[src/rtl/sracc_stream.sv]
// sracc_stream: streaming single-precision frame accumulator.
// Same-sign samples of a frame are summed into ACC through a four-cycle
// ALIGN/ADD/NORM pipeline. The sum is presented when the frame's last sample
// has been folded in.
//
//  state | meaning
//  IDLE  | waiting for a sample (in_ready = 1)
//  ALIGN | classify operands, align the smaller mantissa
//  ADD   | 25-bit mantissa sum
//  NORM  | renormalise, write ACC/err
//  OUT   | frame sum on out_data until out_ready
module sracc_stream #(
   parameter int MAX_EDIFF = 22
) (
   input  logic        clk,
   input  logic        rst_n,
   input  logic        in_valid,
   output logic        in_ready,
   input  logic [31:0] in_data,
   input  logic        in_last,
   output logic        out_valid,
   input  logic        out_ready,
   output logic [31:0] out_data,
   output logic        out_err
);

   typedef enum logic [2:0] {IDLE, ALIGN, ADD, NORM, OUT} state_t;
   // What NORM does to ACC, decided once in ALIGN.
   typedef enum logic [2:0] {M_KEEP, M_REPL, M_DROP, M_OVF, M_ADD} mode_t;

   localparam logic [7:0] MAX_E = 8'(MAX_EDIFF);
   localparam logic [31:0] SAT = 32'hFFFF_FFFF;

   state_t      state, state_nx;
   mode_t       mode, mode_c;
   logic [31:0] acc, smp;
   logic        err, last_r;
   logic        sgn;
   logic [7:0]  exp_r;
   logic [23:0] mant_big, mant_sml;
   logic [24:0] sum;

   logic [7:0]  exp_a, exp_s, ediff;
   logic        a_big;
   logic [8:0]  exp_n;
   logic [22:0] frac_n;

   // Operand classification and alignment for the registered sample.
   always_comb begin
      exp_a  = acc[30:23];
      exp_s  = smp[30:23];
      a_big  = (exp_a >= exp_s);
      ediff  = a_big ? (exp_a - exp_s) : (exp_s - exp_a);
      mode_c = M_ADD;
      if (acc == SAT || smp[30:0] == 31'd0)
         mode_c = M_KEEP;
      else if (acc[30:0] == 31'd0)
         mode_c = (exp_s == 8'hFF) ? M_OVF : M_REPL;
      else if (acc[31] != smp[31])
         mode_c = M_DROP;
      else if (exp_a == 8'hFF || exp_s == 8'hFF)
         mode_c = M_OVF;
      else if (ediff > MAX_E)
         mode_c = a_big ? M_KEEP : M_REPL;
   end

   // Renormalisation of the mantissa sum; a carry bumps the exponent.
   always_comb begin
      exp_n  = {1'b0, exp_r} + {8'd0, sum[24]};
      frac_n = sum[24] ? sum[23:1] : sum[22:0];
   end

   // State register.
   always_ff @(posedge clk) begin
      if (!rst_n) state <= IDLE;
      else        state <= state_nx;
   end

   // Next state and handshake outputs.
   always_comb begin
      state_nx  = state;
      in_ready  = 1'b0;
      out_valid = 1'b0;
      out_data  = 32'd0;
      out_err   = 1'b0;
      case (state)
         IDLE: begin
            in_ready = 1'b1;
            if (in_valid) state_nx = ALIGN;
         end
         ALIGN: state_nx = ADD;
         ADD:   state_nx = NORM;
         NORM:  state_nx = last_r ? OUT : IDLE;
         OUT: begin
            out_valid = 1'b1;
            out_data  = acc;
            out_err   = err;
            if (out_ready) state_nx = IDLE;
         end
         default: state_nx = IDLE;
      endcase
   end

   // Sample capture, datapath pipeline and accumulator update.
   always_ff @(posedge clk) begin
      if (!rst_n) begin
         acc      <= 32'd0;
         err      <= 1'b0;
         smp      <= 32'd0;
         last_r   <= 1'b0;
         mode     <= M_KEEP;
         sgn      <= 1'b0;
         exp_r    <= 8'd0;
         mant_big <= 24'd0;
         mant_sml <= 24'd0;
         sum      <= 25'd0;
      end else begin
         case (state)
            IDLE: if (in_valid) begin
               smp    <= in_data;
               last_r <= in_last;
            end
            ALIGN: begin
               mode     <= mode_c;
               sgn      <= smp[31];
               exp_r    <= a_big ? exp_a : exp_s;
               mant_big <= a_big ? {1'b1, acc[22:0]} : {1'b1, smp[22:0]};
               mant_sml <= (a_big ? {1'b1, smp[22:0]} : {1'b1, acc[22:0]}) >> ediff;
            end
            ADD: sum <= {1'b0, mant_big} + {1'b0, mant_sml};
            NORM: begin
               case (mode)
                  M_REPL: acc <= smp;
                  M_DROP: err <= 1'b1;
                  M_OVF: begin
                     acc <= SAT;
                     err <= 1'b1;
                  end
                  M_ADD: begin
                     if (exp_n >= 9'd255) begin
                        acc <= SAT;
                        err <= 1'b1;
                     end else begin
                        acc <= {sgn, exp_n[7:0], frac_n};
                     end
                  end
                  default: ;
               endcase
            end
            OUT: if (out_ready) begin
               acc <= 32'd0;
               err <= 1'b0;
            end
            default: ;
         endcase
      end
   end

endmodule

[config.mk]
export PLATFORM = sky130hd
export DESIGN_NAME = sracc_stream
export DESIGN_NICKNAME = d
export VERILOG_FILES = /design/src/rtl/sracc_stream.sv
export SDC_FILE = /design/constraint.sdc
export NUM_CORES = 1
export LEC_CHECK = 0
export CORE_MARGIN = 3
export CORE_UTILIZATION = 50
export DETAILED_ROUTE_END_ITERATION = 7
export PLACE_DENSITY = 0.7
export SLEW_MARGIN = 20
export SYNTH_ARGS = -nofsm -noshare
export SYNTH_HDL_FRONTEND = slang
export SYNTH_SLANG_ARGS = --single-unit
[constraint.sdc]
create_clock -name clk -period 4.9 [get_ports clk]
set_clock_uncertainty 0.15 [all_clocks]
set_input_delay 1.47 -clock clk [delete_from_list [all_inputs] [get_ports clk]]
set_output_delay 1.47 -clock clk [all_outputs]
set_load 0.01 [all_outputs]
### Yosys cells after proc, flatten, opt, wreduce, memory -nomap -nowiden

Cells that the tools add are included.

* $add $sub $neg: 4
* order comparisons: 3
* eq/ne operators: 17
* shifts and indexed selects: 1
* mux-type cells: 28
* reductions and logical operators: 11

Operators by type and width (count)
* 32-bit 2-to-1 mux: 3
* 32-bit case mux with 3 select lines: 1
* 23-bit 2-to-1 mux: 3
* 32-bit case mux with 2 select lines: 1
* 31-bit zero test: 2
* 32-bit equality test, second input constant: 1
* 24-bit by 24-bit adder with 25-bit output: 1
* 3-bit 2-to-1 mux: 8
* 24-bit by 8-bit >> shifter with 24-bit output: 1
* 8-bit equality test, second input constant: 2
* 8-bit 2-to-1 mux: 2
* 8-bit subtractor: 2
* 3-bit case mux with 5 select lines: 1
* 3-bit by 2-bit equality test with 1-bit output, second input constant: 4
* 8-bit by 1-bit adder with 9-bit output: 1
* 9-bit by 8-bit >= comparator with 1-bit output, second input constant: 1
* 8-bit >= comparator: 1
* 8-bit by 5-bit greater-than comparator with 1-bit output, second input constant: 1
* 3-bit by 1-bit equality test with 1-bit output, second input constant: 2
* 3-bit equality test, second input constant: 2
* 1-bit 2-to-1 mux: 6
* 2-bit inequality test, second input constant: 2
* 4-bit by 1-bit inequality test with 1-bit output, second input constant: 1
* 1-bit case mux with 2 select lines: 2
* other kinds (11): 13

* bits in registers: 154
* word-level logic and storage cells: 75

### Depth between registers and ports, before layout

Gate-level depths: netlist of run 1.

* depth after elaboration: 8
* gate-level depth with buffers: 15
* mapped depth without buffers: 13

### Least setup slack after synthesis of run 1

OpenSTA, ideal clock, no wires.

* path kind: register -> register
* start: reg smp[23]
* end: reg mant_sml[5]
* arrival time: 3400 ps
* path slack: 1233 ps
* stages on the path, launching flop included: 14
* path buffers: 1
* path through: dfxtp_1 > ha_1 > inv_1 > fa_1 > a211oi_2 > o21ai_1 > a221oi_4 > mux2i_1 > xor2_2 > buf_2 > nor2_1 > a32oi_1 > o22ai_1 > a22o_1

* longest elaborated chain between the ends: 3

RTL lines
* from (decl): RTL line 36 `logic [31:0] acc, smp;`
* from (signal assigned): RTL line 120 `smp <= in_data;`
* 8-bit subtractor or 8-bit >= comparator (tied branches): RTL line 53, 52
* 8-bit 2-to-1 mux or 23-bit 2-to-1 mux (tied branches): RTL line 53, 128
* 24-bit by 8-bit >> shifter with 24-bit output (*): RTL line 128 `mant_sml <= (a_big ? {1'b1, smp[22:0]} : {1'b1, acc[22:0]}) >> ediff;`
* to (signal assigned): RTL line 128
* to (decl): RTL line 40 `logic [23:0] mant_big, mant_sml;`

Mark *: on every way between the ends. The rest lies on a longest branch, timed or not.
A chain may end at the register's enable or synchronous reset.

### Final worst setup path of run 1

* start: reg smp[23]
* end: reg mant_sml[1]

The elaborated chain is that of the path after synthesis.

==> impl_metrics.env, run 1 <==
export IMPL_outcome="finished clean"
export IMPL_report_final_slew_viol_count=0
export IMPL_fin_crit_sh=0.894
export IMPL_fin_setup_tns_ns=0
export IMPL_clkTransAtPathRegs_ns=0.07
export IMPL_core_rowCount=51
export IMPL_postCtsSetupBuffers=0
export IMPL_grt_max_degree=63
export IMPL_grt_ovfl_total=0
export IMPL_via_per_inst=6.27
export IMPL_setup_viol=0
export IMPL_pre_cts_ws_ns=0.594
export IMPL_post_cts_resized=0
export IMPL_drc=0
export IMPL_r2r_start="smp[23]"
export IMPL_grt_first_pass_wirelength_um=50100
export IMPL_synth_async_reset_ratio=0
export IMPL_htreeDepth=4
export IMPL_required_ns=5.07
export IMPL_yosys_warnings=0
export IMPL_synthCells=1234
export IMPL_core_area_um2=19700
export IMPL_finalHoldViolations=0
export IMPL_crit_arrival_ns=4.55
export IMPL_final_common_cell="nand2_1"
export IMPL_port_buffer_count=71
export IMPL_dp_cells=1512
export IMPL_finalCriticalPeriod_ns=4.38
export IMPL_cellPowerDensity_nw_per_um2=323
export IMPL_max_slew_margin=0.350
export IMPL_ys_seq_elements=154
export IMPL_cts_path_max_buffers=2
export IMPL_reg2reg_depth=13
export IMPL_fin_nets=1347
export IMPL_grt_setup_unrepaired="no"
export IMPL_final_cell_mix="184 x nand2_1, 154 x dfxtp_1, 117 x a21oi_1"
export IMPL_crit_fanout=54
export IMPL_worst_pin_slew_ns=0.975
export IMPL_layout_drive_gt1_share=0.0985
export IMPL_dp_hpwl_um=23300
export IMPL_fmax_ghz=0.228
export IMPL_setup_slack_ns=0.522
export IMPL_clk_root_buffer_cell="clkbuf_16"
export IMPL_peakVddDrop_uv=198
export IMPL_start_util=0.513
export IMPL_maxCapViolations=0
export IMPL_critical_path_class="reg2reg"
export IMPL_synth_edff_count=0
export IMPL_holdCritPathClass="reg2reg"
export IMPL_first_pass_iters=7
export IMPL_synthesis_area_um2=10100
export IMPL_avgSynthCellArea_um2=8.17
export IMPL_boundaryPins=72
export IMPL_power_uw=3750
export IMPL_antenna_cells=0
export IMPL_endpoint_kind="flip-flop"
export IMPL_antenna_found_initial=0
export IMPL_ys_types=76
export IMPL_ant_nets=0
export IMPL_hold_depth=2
export IMPL_via_count=9685
export IMPL_die_y_um=148
export IMPL_fin_cells=1544
export IMPL_die_width_um=148
export IMPL_avgRoutedWirePerCell_um=20.7
export IMPL_place_gp_congestion=1.02
export IMPL_n_fill_cell=1853
export IMPL_grtUsageTotal=0.288
export IMPL_grt_pass1_vias=8851
export IMPL_ys_flop_type="dfxtp_1"
export IMPL_placed_area_um2=11000
export IMPL_worst_setup_path_start_kind="flip-flop"
export IMPL_reg2reg_slack_ns=0.52
export IMPL_p_leak_uw=0.00435
export IMPL_clkLatencyLatePin_ns=0.44
export IMPL_ctsHoldBuffers=0
export IMPL_synth_seq_area_share=0.306
export IMPL_cts_tree="done"
export IMPL_first_iter_violations=1023
export IMPL_critPathLaunch="smp[23]"
export IMPL_synthesis_nets=1315
export IMPL_cts_sinks=154
export IMPL_drt_total_wl_um=32000
export IMPL_die_area_um2=21900
export IMPL_syn_to_final_growth_pct=15.3
export IMPL_reg2reg_to="mant_sml[1]"
export IMPL_cts_buffers=17
export IMPL_endpoint="mant_sml[1]"
export IMPL_final_cell_area_um2=11600
[cell families after synthesis]
logic type,after synthesis,share of synthesized area
and+or+nand+nor,449,0.207
AOI/OAI and AO/OA,332,0.222
DFF,154,0.306
buffers and inverters,126,0.0511
muxes,100,0.129
adders and majority gates,44,0.0568
xor gates and xnor gates,29,0.0282
[worst max-delay path: stages (launching register included)]
cell	delay [ns]
dfxtp_1	0.45
ha_1	0.21
inv_1	0.05
fa_1	0.42
a211oi_2	0.26
o21ai_1	0.15
a221oi_4	0.61
buf_12	0.37
mux4_1	0.62
mux2i_1	0.30
a211oi_1	0.12
a22oi_1	0.21
nand4_1	0.11
a22o_1	0.22
[flip-flops by register name (all words and copies together) (netlist names)]
| name | count |
|---|---|
| state | 3 |
| exp_r | 8 |
| mant_sml | 24 |
| sgn | 1 |
| mant_big | 24 |
| last_r | 1 |
| sum | 25 |
| mode | 3 |
| smp | 32 |
| err | 1 |
| acc | 32 |
[how the worst min path moves through the flow]
| stage | slack (ns) | start | endpoint |
|---|---|---|---|
| final | 0.31 | last_r | last_r |
| after detailed placement | 0.30 | err | err |
| after global routing | 0.32 | last_r | last_r |
| after global placement | 0.29 | err | err |
| after CTS | 0.31 | last_r | last_r |
| after floorplan | 0.28 | mant_sml[13] | mant_sml[13] |
[cell usage after synthesis, types with 5 or more instances]
cell | number | area (um2)
a21o_1 | 10 | 75.1
nand3_1 | 34 | 170
a22o_1 | 5 | 43.8
clkbuf_1 | 60 | 225
nor4_1 | 18 | 113
nor3b_1 | 6 | 45.0
buf_1 | 5 | 18.8
and3_1 | 5 | 31.3
buf_2 | 13 | 65.1
nand2b_1 | 11 | 68.8
a22oi_1 | 11 | 82.6
o21ai_0 | 32 | 160
o22ai_1 | 6 | 37.5
a211oi_1 | 44 | 330
or3_1 | 6 | 37.5
a31oi_1 | 7 | 43.8
and2_1 | 38 | 238
dfxtp_1 | 154 | 3080
nor2_1 | 84 | 315
nor3_1 | 23 | 115
a21oi_1 | 119 | 596
xor2_1 | 7 | 61.3
xnor2_1 | 18 | 158
o221ai_1 | 33 | 289
o211ai_1 | 8 | 60.1
nand2_1 | 185 | 694
mux2i_1 | 54 | 541
mux2_2 | 24 | 270
ha_1 | 41 | 513
mux4_2 | 20 | 450
a32oi_1 | 10 | 87.6
nand4_1 | 23 | 144
inv_1 | 42 | 158
[report_power, final]
group	total, uW	switching (uW)	internal [uW]
sequential	1390	78.8	1310
combinational	965	597	368
clock	1390	622	772
[layout make-up]
type	count	area [um2]	share of cell area
multi-input combinational	954	6530	0.562
sequential	154	3080	0.265
timing repair buffer	96	911	0.0784
clock buffer	17	425	0.0366
tap	265	332	0.0285
clock inverter	15	180	0.0155
inverter	43	164	0.0141
[per-layer routing]
layer | global-route usage | share of wire | vias up
met3 | 0.0515 | 0.083 | 63
met5 | 0 | 0 | -
li1 | - | - | 4598
met1 | 0.433 | 0.47 | 4607
met4 | 0.0864 | 0.026 | 0
met2 | 0.420 | 0.42 | 417
[per-stage QoR]
step           hold slack (ns)  utilization
2_1_floorplan            0.279            -
3_5_place_dp             0.301        0.561
3_3_place_gp             0.291        0.561
5_1_grt                  0.321        0.591
4_1_cts                  0.312        0.591
6_report                 0.308        0.591
Note: power is estimated with default switching activity, not from simulation.
==> run 2, diff against run 1 <==
CELL_PAD_IN_SITES_DETAIL_PLACEMENT = 0   (was unset)
CELL_PAD_IN_SITES_GLOBAL_PLACEMENT = 1   (was unset)
CORE_UTILIZATION = 45   (was 50)
PLACE_DENSITY = unset   (was 0.7)
PLACE_DENSITY_LB_ADDON = 0.1   (was unset)
==> run 2 against run 1 <==
Core utilization shrank 6.0 points. Sequential share of layout area is essentially flat. Count of clock-buffer cells in the layout is the same. Total power shrank 1.8%. Largest power group unchanged. Critical path type unchanged. Largest cell class unchanged.
==> impl_metrics.env, run 2 (synthesis results as in run 1) <==
export IMPL_outcome="finished clean"
export IMPL_ant_nets=0
export IMPL_dp_cells=1531
export IMPL_regArea_um2=3080
export IMPL_first_iter_violations=927
export IMPL_postCtsSetupBuffers=0
export IMPL_die_area_um2=24200
export IMPL_boundaryPins=72
export IMPL_finalCriticalPeriod_ns=4.26
export IMPL_worst_pin_slew_ns=0.956
export IMPL_first_pass_iters=5
export IMPL_report_final_slew_viol_count=0
export IMPL_port_buffer_count=71
export IMPL_core_area_um2=21900
export IMPL_fin_nets=1351
export IMPL_final_cell_area_um2=11600
export IMPL_grtUsageTotal=0.281
export IMPL_cts_sinks=154
export IMPL_start_util=0.461
export IMPL_drt_total_wl_um=34100
export IMPL_cts_tree="done"
export IMPL_post_cts_resized=0
export IMPL_antenna_found_initial=0
export IMPL_max_slew_margin=0.360
export IMPL_final_cell_mix="184 x nand2_1, 154 x dfxtp_1, 117 x a21oi_1"
export IMPL_setup_viol=0
export IMPL_die_y_um=156
export IMPL_max_stage_delay_ns=0.54
export IMPL_cts_path_max_buffers=2
export IMPL_fin_cells=1563
export IMPL_fin_setup_tns_ns=0
export IMPL_clkLatencyLatePin_ns=0.43
export IMPL_grt_max_degree=74
export IMPL_endpoint_kind="flip-flop"
export IMPL_clkTransAtPathRegs_ns=0.07
export IMPL_place_gp_congestion=0.942
export IMPL_fmax_ghz=0.235
export IMPL_pre_cts_ws_ns=0.714
export IMPL_cp_buffers_inverters=2
export IMPL_maxCapViolations=0
export IMPL_critPathSlowestCell="nor2_1"
export IMPL_clk_root_buffer_cell="clkbuf_16"
export IMPL_multi_input_area_um2=6530
export IMPL_grt_ovfl_total=0
export IMPL_dp_hpwl_um=24700
export IMPL_reg_top3="acc x32, smp x32, sum x25"
export IMPL_via_count=9599
export IMPL_worst_setup_path_start_kind="flip-flop"
export IMPL_syn_to_final_growth_pct=15.4
export IMPL_finalHoldViolations=0
export IMPL_setup_slack_ns=0.637
export IMPL_placed_area_um2=11100
export IMPL_drc=0
export IMPL_peakVddDrop_uv=222
export IMPL_crit_arrival_ns=4.49
export IMPL_htreeDepth=4
export IMPL_die_width_um=156
export IMPL_cellPowerDensity_nw_per_um2=317
export IMPL_grt_pass1_vias=9170
export IMPL_crit_fanout=15
export IMPL_core_rowCount=54
export IMPL_fin_crit_sh=0.870
export IMPL_cts_buffers=17
export IMPL_crit_family="compound AO/OA/AOI/OAI gates"
export IMPL_required_ns=5.12
export IMPL_layout_drive_gt1_share=0.102
export IMPL_avgRoutedWirePerCell_um=21.8
export IMPL_critical_path_class="reg2reg"
export IMPL_p_leak_uw=0.00434
export IMPL_n_fill_cell=2132
export IMPL_ctsHoldBuffers=0
export IMPL_crit_chain="ha_1 -> inv_1 -> fa_1 -> a211oi_2 -> o21ai_1 -> a221oi_4 -> buf_4 -> mux2i_1 -> xnor2_1 -> nor2_1 -> a32oi_1 -> o22ai_1 -> a22o_1"
export IMPL_grt_first_pass_wirelength_um=53700
export IMPL_final_common_cell="nand2_1"
export IMPL_grt_setup_unrepaired="no"
export IMPL_via_per_inst=6.14
export IMPL_antenna_cells=0
export IMPL_holdCritPathClass="reg2reg"
run 2: changes by cell type in the layout (fill, tap and decap cells not counted), sizes merged:
cell	previous run	this run
buf	25	29
bufinv	2	1
clkinv	4	5
inv	52	49
clkinvlp	0	3
run 2: worst paths after layout:
check / slack [ns] / to / cells after the start / from
worst min register to register: 0.30 / sum[0] / 2 / sum[0]
worst max register to register: 0.64 / mant_sml[5] / 13 / smp[23]
worst max-delay path: 0.64 / mant_sml[5] / 13 / smp[23]
worst min-delay path: 0.30 / sum[0] / 2 / sum[0]
run 2: power breakdown:
group / total [uW] / leakage (uW) / internal, uW / switching, uW
logic: 965 / 0.00282 / 365 / 600
clock network: 1320 / 0.000274 / 710 / 609
registers: 1400 / 0.00125 / 1310 / 85.9
run 2: area by class of cell:
class / count / share of cell area
inverter: 43 / 0.0141
clock inverter: 15 / 0.0119
timing repair buffer: 100 / 0.0809
multi-input combinational: 954 / 0.561
clock buffer: 17 / 0.0366
sequential: 154 / 0.265
tap: 280 / 0.0301
run 2: worst register-to-register path: cells and delay by family, from the launching register on:
kind | cells | cell delay [ns]
fa+ha+maj | 2 | 0.63
xor+xnor | 1 | 0.27
flops | 1 | 0.43
compound gates | 6 | 1.37
buf+inv | 2 | 0.38
mux | 1 | 0.42
simple gates | 1 | 0.54
run 2: layer usage:
metal,vias up,global-route usage,share of wire
met5,-,0,0
met1,4601,0.399,0.46
met3,46,0.0458,0.058
li1,4610,-,-
met2,342,0.449,0.46
met4,0,0.0671,0.018
run 2: per-stage QoR:
stage | total power, uW | util | hold WS (ns)
3_5_place_dp | 2370 | 0.506 | 0.298
6_report | 3680 | 0.531 | 0.304
3_3_place_gp | 2380 | 0.505 | 0.295
4_1_cts | 3690 | 0.531 | 0.308
5_1_grt | 3840 | 0.531 | 0.325
2_1_floorplan | 2080 | - | 0.279
==> run 3, diff against run 2 <==
CORE_ASPECT_RATIO = 1.4   (was unset)
==> run 3 against run 2 <==
Sequential power about the same. Global-route usage rose by 2.1 points. Critical path depth unchanged. Cell area up 0.66%. Critical path type unchanged. Largest cell class unchanged.
==> impl_metrics.env, run 3 (synthesis results as in run 1) <==
export IMPL_first_iter_violations=821
export IMPL_via_per_inst=6.11
export IMPL_die_area_um2=24300
export IMPL_peakVddDrop_uv=238
export IMPL_clk_root_buffer_cell="clkbuf_16"
export IMPL_die_y_um=183
export IMPL_grt_max_degree=137
export IMPL_fin_setup_tns_ns=0
export IMPL_report_final_slew_viol_count=0
export IMPL_crit_arrival_ns=4.52
export IMPL_cts_tree="done"
export IMPL_place_gp_congestion=0.934
export IMPL_drc=0
export IMPL_max_slew_margin=0.292
export IMPL_n_fill_cell=2192
export IMPL_required_ns=5.08
export IMPL_worst_pin_slew_ns=1.06
export IMPL_crit_family="compound AO/OA/AOI/OAI gates"
export IMPL_antenna_found_initial=0
export IMPL_finalCriticalPeriod_ns=4.34
export IMPL_avgRoutedWirePerCell_um=23.4
export IMPL_grt_pass1_vias=9359
export IMPL_port_buffer_count=71
export IMPL_critical_path_class="reg2reg"
export IMPL_fmax_ghz=0.230
export IMPL_cts_path_max_buffers=2
export IMPL_grt_setup_unrepaired="no"
export IMPL_grt_ovfl_total=0
export IMPL_final_common_cell="nand2_1"
export IMPL_dp_hpwl_um=27100
export IMPL_ant_nets=0
export IMPL_boundaryPins=72
export IMPL_via_count=9649
export IMPL_fin_crit_sh=0.886
export IMPL_setup_viol=0
export IMPL_outcome="finished clean"
export IMPL_ctsHoldBuffers=0
export IMPL_p_leak_uw=0.00438
export IMPL_syn_to_final_growth_pct=16.1
export IMPL_endpoint_kind="flip-flop"
export IMPL_postCtsSetupBuffers=0
export IMPL_clkLatencyLatePin_ns=0.45
export IMPL_post_cts_resized=0
export IMPL_reg_top3="acc x32, smp x32, sum x25"
export IMPL_crit_fanout=67
export IMPL_max_stage_delay_ns=0.70
export IMPL_core_rowCount=64
export IMPL_antenna_cells=0
export IMPL_core_area_um2=21900
export IMPL_grtUsageMet1=0.359
export IMPL_use_met3=0.0403
export IMPL_critPathSlowestCell="xnor2_2"
export IMPL_grtUsageTotal=0.302
export IMPL_placed_area_um2=11100
export IMPL_fin_cells=1579
export IMPL_cts_buffers=17
export IMPL_grt_first_pass_wirelength_um=56400
export IMPL_cts_sinks=154
export IMPL_clkTransAtPathRegs_ns=0.07
export IMPL_final_cell_mix="184 x nand2_1, 154 x dfxtp_1, 117 x a21oi_1"
export IMPL_drt_total_wl_um=36900
export IMPL_layout_drive_gt1_share=0.0998
export IMPL_holdCritPathClass="reg2reg"
export IMPL_busiest_layer="met2"
export IMPL_cellPowerDensity_nw_per_um2=321
export IMPL_final_cell_area_um2=11700
export IMPL_met2_usage=0.529
export IMPL_finalHoldViolations=0
export IMPL_first_pass_iters=5
export IMPL_htreeDepth=4
export IMPL_worst_setup_path_start_kind="flip-flop"
export IMPL_die_width_um=133
export IMPL_fin_nets=1351
export IMPL_cp_buffers_inverters=2
export IMPL_crit_chain="ha_1 -> inv_1 -> fa_1 -> a211oi_2 -> o21ai_1 -> a221oi_4 -> buf_12 -> mux2i_1 -> xnor2_2 -> a21oi_1 -> a32oi_1 -> o211ai_1 -> a22o_1"
export IMPL_dp_cells=1548
export IMPL_maxCapViolations=0
export IMPL_start_util=0.460
[run 3: cell count changes in the layout (fill, tap and decap cells not counted), sizes merged]
| cell | previous run | this run |
|---|---|---|
| bufinv | 1 | 2 |
| clkinvlp | 3 | 1 |
| clkinv | 5 | 3 |
| inv | 49 | 46 |
| clkbuf | 17 | 22 |
[run 3: cell type report]
class / instances / area [um2] / area share
Sequential cell: 154 / 3080 / 0.263
Multi-Input combinational cell: 954 / 6530 / 0.558
Clock inverter: 9 / 111 / 0.00951
Clock buffer: 22 / 484 / 0.0414
Tap cell: 297 / 372 / 0.0317
Inverter: 43 / 164 / 0.0140
Timing Repair Buffer: 100 / 966 / 0.0825
[run 3: worst reg2reg max path: stages (launching register included)]
cell	delay (ns)
dfxtp_1	0.45
ha_1	0.21
inv_1	0.05
fa_1	0.42
a211oi_2	0.26
o21ai_1	0.15
a221oi_4	0.30
buf_12	0.38
mux2i_1	0.26
xnor2_2	0.70
a21oi_1	0.21
a32oi_1	0.33
o211ai_1	0.15
a22o_1	0.21
[run 3: final timing paths]
check,cells past startpoint,endpoint,from,slack (ns)
max,13,mant_sml[3],smp[23],0.56
min reg2reg,2,last_r,last_r,0.31
min,2,last_r,last_r,0.31
max reg2reg,13,mant_sml[3],smp[23],0.56
[run 3: report_power, final]
group | internal (uW) | leakage (uW) | switching [uW]
sequential | 1310 | 0.00125 | 88.4
combinational | 378 | 0.00283 | 607
clock | 806 | 0.000295 | 563
total | 2500 | 0.00438 | 1260
[run 3: per-layer routing]
layer  wire length, um  part of all wire
met2             18400              0.50
met3              1750             0.048
met4              2040             0.055
met5                 0                 0
met1             14700              0.40
[run 3: per-stage QoR]
| stage | util | worst slack (ns) | total power [uW] | hold slack [ns] |
|---|---|---|---|---|
| after floorplan | - | 1.23 | 2080 | 0.279 |
| after global placement | 0.506 | 0.722 | 2400 | 0.296 |
| after detailed placement | 0.507 | 0.617 | 2400 | 0.304 |
| after CTS | 0.534 | 0.592 | 3760 | 0.318 |
| after global routing | 0.534 | 0.341 | 3900 | 0.342 |
| final | 0.534 | 0.558 | 3760 | 0.313 |
